--- config.mk ---
export PLATFORM = sky130hd
export DESIGN_NAME = mem_port_arbiter
export DESIGN_NICKNAME = d
export VERILOG_FILES = /design/src/rtl/mem_port_arbiter.sv
export SDC_FILE = /design/constraint.sdc
export NUM_CORES = 1
export LEC_CHECK = 0
export ABC_AREA = 1
export CAP_MARGIN = 20
export CORE_AREA = 2 2 342 344
export DETAILED_ROUTE_END_ITERATION = 8
export DIE_AREA = 0 0 344 346
export PLACE_DENSITY = 0.3
export RECOVER_POWER = 100
export SYNTH_ARGS = -nofsm -noshare
export SYNTH_HDL_FRONTEND = slang
export SYNTH_SLANG_ARGS = --single-unit
--- constraint.sdc ---
create_clock -name clk -period 4.45 [get_ports clk]
set_input_delay 1.1125 -clock clk [delete_from_list [all_inputs] [get_ports clk]]
set_output_delay 1.1125 -clock clk [all_outputs]
set_load 0.01 [all_outputs]
--- src/rtl/mem_port_arbiter.sv ---
`default_nettype none
// ============================================================================
// Module      : mem_port_arbiter
// Description : Two-requester round-robin arbiter in front of a single
//               cache-line memory port. Registered grant, abort on dropped
//               request, per-transaction timeout with sticky error flag.
// Revision    : 1.0 - initial release
// ============================================================================
module mem_port_arbiter #(
    parameter int ADDR_W      = 32,
    parameter int DATA_W      = 128,
    parameter int TIMEOUT_CYC = 64
) (
    input  logic              clk,
    input  logic              rst,
    input  logic [ADDR_W-1:0] r0_addr,
    input  logic [DATA_W-1:0] r0_wdata,
    input  logic              r0_rw,
    input  logic              r0_valid,
    output logic              r0_ready,
    output logic [DATA_W-1:0] r0_rdata,
    input  logic [ADDR_W-1:0] r1_addr,
    input  logic [DATA_W-1:0] r1_wdata,
    input  logic              r1_rw,
    input  logic              r1_valid,
    output logic              r1_ready,
    output logic [DATA_W-1:0] r1_rdata,
    output logic [ADDR_W-1:0] mem_addr,
    output logic [DATA_W-1:0] mem_wdata,
    output logic              mem_rw,
    output logic              mem_valid,
    input  logic [DATA_W-1:0] mem_rdata,
    input  logic              mem_ready,
    output logic [1:0]        grant,
    output logic              err_timeout
);

    localparam logic [1:0] c_IDLE   = 2'd0;
    localparam logic [1:0] c_GRANT0 = 2'd1;
    localparam logic [1:0] c_GRANT1 = 2'd2;
    localparam logic [7:0] c_TO_LAST = 8'(TIMEOUT_CYC - 1);

    logic [1:0] r_state;
    logic [1:0] w_next_state;
    logic       r_last_owner;   // 0 = r0 finished last, 1 = r1 finished last
    logic [7:0] r_cnt;
    logic       r_err;

    logic w_busy;
    logic w_sel_valid;
    logic w_done;
    logic w_tmo;
    logic w_abort;

    // Transaction end conditions; a real completion takes precedence over
    // both abort and timeout when they coincide.
    always_comb begin
        w_busy      = (r_state != c_IDLE);
        w_sel_valid = (r_state == c_GRANT0) ? r0_valid :
                      (r_state == c_GRANT1) ? r1_valid : 1'b0;
        w_done      = w_busy & mem_ready;
        w_tmo       = w_busy & w_sel_valid & ~mem_ready & (r_cnt == c_TO_LAST);
        w_abort     = w_busy & ~w_sel_valid & ~mem_ready;
    end

    // State register, owner history, cycle counter and sticky error flag
    always_ff @(posedge clk or posedge rst) begin
        if (rst) begin
            r_state      <= c_IDLE;
            r_last_owner <= 1'b1;
            r_cnt        <= 8'd0;
            r_err        <= 1'b0;
        end else begin
            r_state <= w_next_state;
            if (w_done || w_tmo)
                r_last_owner <= (r_state == c_GRANT1);
            if (w_tmo)
                r_err <= 1'b1;
            // Counter sits at zero while idle so every grant starts from zero
            if (w_busy && (w_next_state == r_state))
                r_cnt <= r_cnt + 8'd1;
            else
                r_cnt <= 8'd0;
        end
    end

    // Next-state: round-robin on ties, back to IDLE on any transaction end
    always_comb begin
        w_next_state = r_state;
        case (r_state)
            c_IDLE: begin
                if (r0_valid && r1_valid)
                    w_next_state = r_last_owner ? c_GRANT0 : c_GRANT1;
                else if (r0_valid)
                    w_next_state = c_GRANT0;
                else if (r1_valid)
                    w_next_state = c_GRANT1;
            end
            c_GRANT0, c_GRANT1: begin
                if (w_done || w_tmo || w_abort)
                    w_next_state = c_IDLE;
            end
            default: w_next_state = c_IDLE;
        endcase
    end

    // Outputs: memory mux from the owner, completion/timeout pulse back to it
    always_comb begin
        grant     = {(r_state == c_GRANT1), (r_state == c_GRANT0)};
        mem_valid = w_busy;
        mem_addr  = '0;
        mem_wdata = '0;
        mem_rw    = 1'b0;
        if (grant[0]) begin
            mem_addr  = r0_addr;
            mem_wdata = r0_wdata;
            mem_rw    = r0_rw;
        end else if (grant[1]) begin
            mem_addr  = r1_addr;
            mem_wdata = r1_wdata;
            mem_rw    = r1_rw;
        end
        r0_ready    = grant[0] & (mem_ready | w_tmo);
        r1_ready    = grant[1] & (mem_ready | w_tmo);
        r0_rdata    = (grant[0] & mem_ready) ? mem_rdata : '0;
        r1_rdata    = (grant[1] & mem_ready) ? mem_rdata : '0;
        err_timeout = r_err;
    end

endmodule
`default_nettype wire

==> flow_metrics.py <==
metrics = {
    "logic_synthesis": {
        "netlist_top_cells_area": "a22o_1 36%, nor2_1 25%, inv_1 14%",
        "synthFlopType": "dfrtp_1",
        "synth_common_cells": "262 x nor2_1, 161 x a22o_1, 142 x inv_1",
        "synth_top_area_share_pct": 36.2,
        "yosysUniqueCellTypes": 25,
        "synth_edf_count": 0,
        "syn_inst": 700,
        "avgSynthCellArea_um2": 5.56,
        "synth_fp_nets": 1160,
        "ys_ff_latch": 12,
        "ys_seq_area_share_pct": 7.74,
        "synthArstFlopShare_pct": 100,
        "synth_top_area_cell": "a22o_1",
        "syn-cell-area_um2": 3890,
        "yosysMostFrequentCell": "nor2_1",
        "yosysWarnings": 0,
    },
    "floorplan": {
        "dieArea_um2": 119000,
        "core.rowCount": 125,
        "die_w_um": 344,
        "coreArea_um2": 115000,
        "initial_core_util_pct": 3.37,
        "ioPinCount": 878,
        "dieHeight_um": 346,
    },
    "critical_path": {
        "end_kind": "primary output",
        "critPathKind": "in2out",
        "crit_top_cell": "clkdlybuf4s50_1",
        "slowest_delay_ps": 610,
        "cp_slowest_cell": "clkdlybuf4s50_1",
        "rr_worst_depth": 12,
        "crit_path_max_fanout": 55,
        "arrival_ps": 3180,
        "path_cells": "clkdlybuf4s50_1 > buf_4 > nand2_4 > buf_12 > nor2_1 > clkdlybuf4s50_1",
        "cp.required_ps": 3340,
        "reg2reg_slack_ps": 2010,
        "reg2reg_from": "r_state[1]",
        "start_kind": "input port",
        "worstReg2RegEnd": "r_cnt[4]",
    },
    "place": {
        "hpwlAfterDp_um": 75900,
        "io_buffers": 877,
        "gp_congestion": 0.885,
        "dp_slack_ps": 187,
        "placed_area_um2": 15200,
    },
    "global_routing": {
        "antenna_found_initial": 42,
        "grt_remaining_overflow": 0,
        "first_global_vias": 9178,
        "met3_usage_pct": 4.73,
        "grt_max_degree": 88,
        "track_usage_pct": 12.7,
        "grtUsageMet1_pct": 14.5,
        "met2_usage_pct": 22.1,
        "grt_busiest_layer": "met2",
        "grt_first_pass_wirelength_um": 98000,
    },
    "worst_hold_path": {
        "whs_endpoint": "err_timeout",
        "whs_path_depth": 2,
        "min_from": "err_timeout",
        "hold_class": "reg2reg",
    },
    "timing": {
        "finalSetupViolCount": 0,
        "final-hold-violation-count": 0,
        "max_freq_mhz": 233,
        "rsz0062_at_grt": "no",
        "period_share_pct": 96.6,
        "slew_viol_final": 0,
        "fin_ws_ps": 153,
        "relSlewSlack_pct": 51.6,
        "finClkSkew_ps": 1.71,
        "min_period_ps": 4300,
        "worst_slew_pin_slew_ps": 726,
        "setup-tns-final_ps": 0,
    },
    "power_and_ir_drop": {
        "peakVddDrop_mv": 0.188,
        "power.switching_uw": 3040,
        "p_comb_share_pct": 94.4,
        "internal_power_uw": 2600,
        "pwr-share-clk_pct": 2.9,
        "p_seq_share_pct": 2.7,
        "p_total_uw": 5640,
        "p_leak_uw": 0.00661,
        "p_sw_share_pct": 53.8,
        "power_density_nw_per_um2": 389,
    },
    "cells_and_area": {
        "area_growth_pct": 272,
        "drive_gt1_share_pct": 4.33,
        "nets": 2009,
        "final_design_area_no_fill_um2": 14500,
    },
    "detailed_routing": {
        "drt_iter0_drc": 434,
        "routed_wl_um": 80600,
        "avgRoutedWirePerCell_um": 26.1,
        "ant_nets": 0,
        "avgViaCountPerCell": 2.82,
        "drc": 0,
        "dr.pass1.iters": 5,
        "vias": 8695,
    },
    "clock_tree": {
        "cts_num_sinks": 12,
        "post_cts_buffers": 0,
        "cts_max_path_buffers": 2,
        "cts_tree": "yes",
        "cts_buffers": 3,
        "clockRootBuffer": "clkbuf_16",
        "clk_pin_slew_ps": 40,
        "hold_buffers": 0,
        "post_cts_resize_count": 0,
        "clk_latency_ps": 240,
        "htree_levels": 1,
    },
    "flow_run": {
        "max_cap_viol_count": 0,
    },
    "run_status": {
        "status": "complete, no violations",
    },
}
## worst max-delay path, delay by kind of cell
| family | cells | cell delay, ps |
|---|---|---|
| buf+inv | 4 | 1590 |
| simple gates | 2 | 370 |
## power by group through the flow
stage | Sequential [uW] | Clock [uW] | Combinational, uW
after detailed placement | 156 | 0 | 6090
final | 153 | 165 | 5320
after global placement | 155 | 0 | 6090
after floorplan | 148 | 0 | 2070
after CTS | 154 | 171 | 6100
after global routing | 157 | 177 | 5680
## worst max-delay path by stage
stage	start	end	slack, ps	depth (start not counted)
after floorplan	mem_ready	r0_rdata[107]	1490	4
after global placement	mem_ready	r1_rdata[69]	130	6
after detailed placement	mem_ready	r1_rdata[69]	190	6
after CTS	mem_ready	r1_rdata[69]	180	6
after global routing	r_state[1]	mem_addr[14]	50	8
final	mem_ready	r1_rdata[69]	150	6
## per-stage QoR
stage	instances	util, %	hold WS (ps)
3_5_place_dp	3068	13.2	472
2_1_floorplan	700	-	450
5_1_grt	3081	12.6	516
4_1_cts	3072	13.2	484
3_3_place_gp	3068	13.2	468
6_report	3085	12.6	467
## cells by family (layout without fill, tap and decap cells)
family,Yosys count,after routing,share of synthesized area (%)
XOR/XNOR,6,6,1.35
other,0,13,0
AO/OA/AOI/OAI,165,165,36.8
AND/OR/NAND/NOR,305,305,32.3
buffers and inverters,207,1055,20.1
adder cells (fa/ha/maj),5,5,1.61
flip-flops,12,12,7.74
## sequential cells by signal, indices dropped and copies added (netlist names)
signal / flops
err_timeout: 1
r_cnt: 8
r_last_owner: 1
r_state: 2
## area by class of cell
cell class | instances | area [um2]
clock buffer | 4 | 78.8
tap | 1524 | 1910
multi-input combinational | 481 | 2790
sequential | 12 | 302
fill | 13300 | 101000
inverter | 144 | 546
timing repair buffer | 907 | 8850
antenna | 13 | 32.5
## placed cells by master (no fill, tap or decap), drive strengths merged
master / n
clkdlybuf4s50: 475
dlygate4sd3: 319
nor2: 262
a22o: 161
inv: 144
clkbuf: 66
buf: 38
nand2: 21
diode: 13
dfrtp: 11
clkdlybuf4s25: 10
nand3: 9
nor3: 9
ha: 5
a21oi: 3
nand4: 3
xnor2: 3
xor2: 3
bufbuf: 3
o21ai: 1
and3b: 1
dfstp: 1
## routing by layer
layer | vias to the layer above | share of wire [%]
li1 | 3972 | -
met1 | 4072 | 40
met2 | 545 | 48
met3 | 80 | 9.0
met4 | 26 | 2.4
met5 | - | 0.40
No activity file was read; power rests on OpenSTA's default activity.
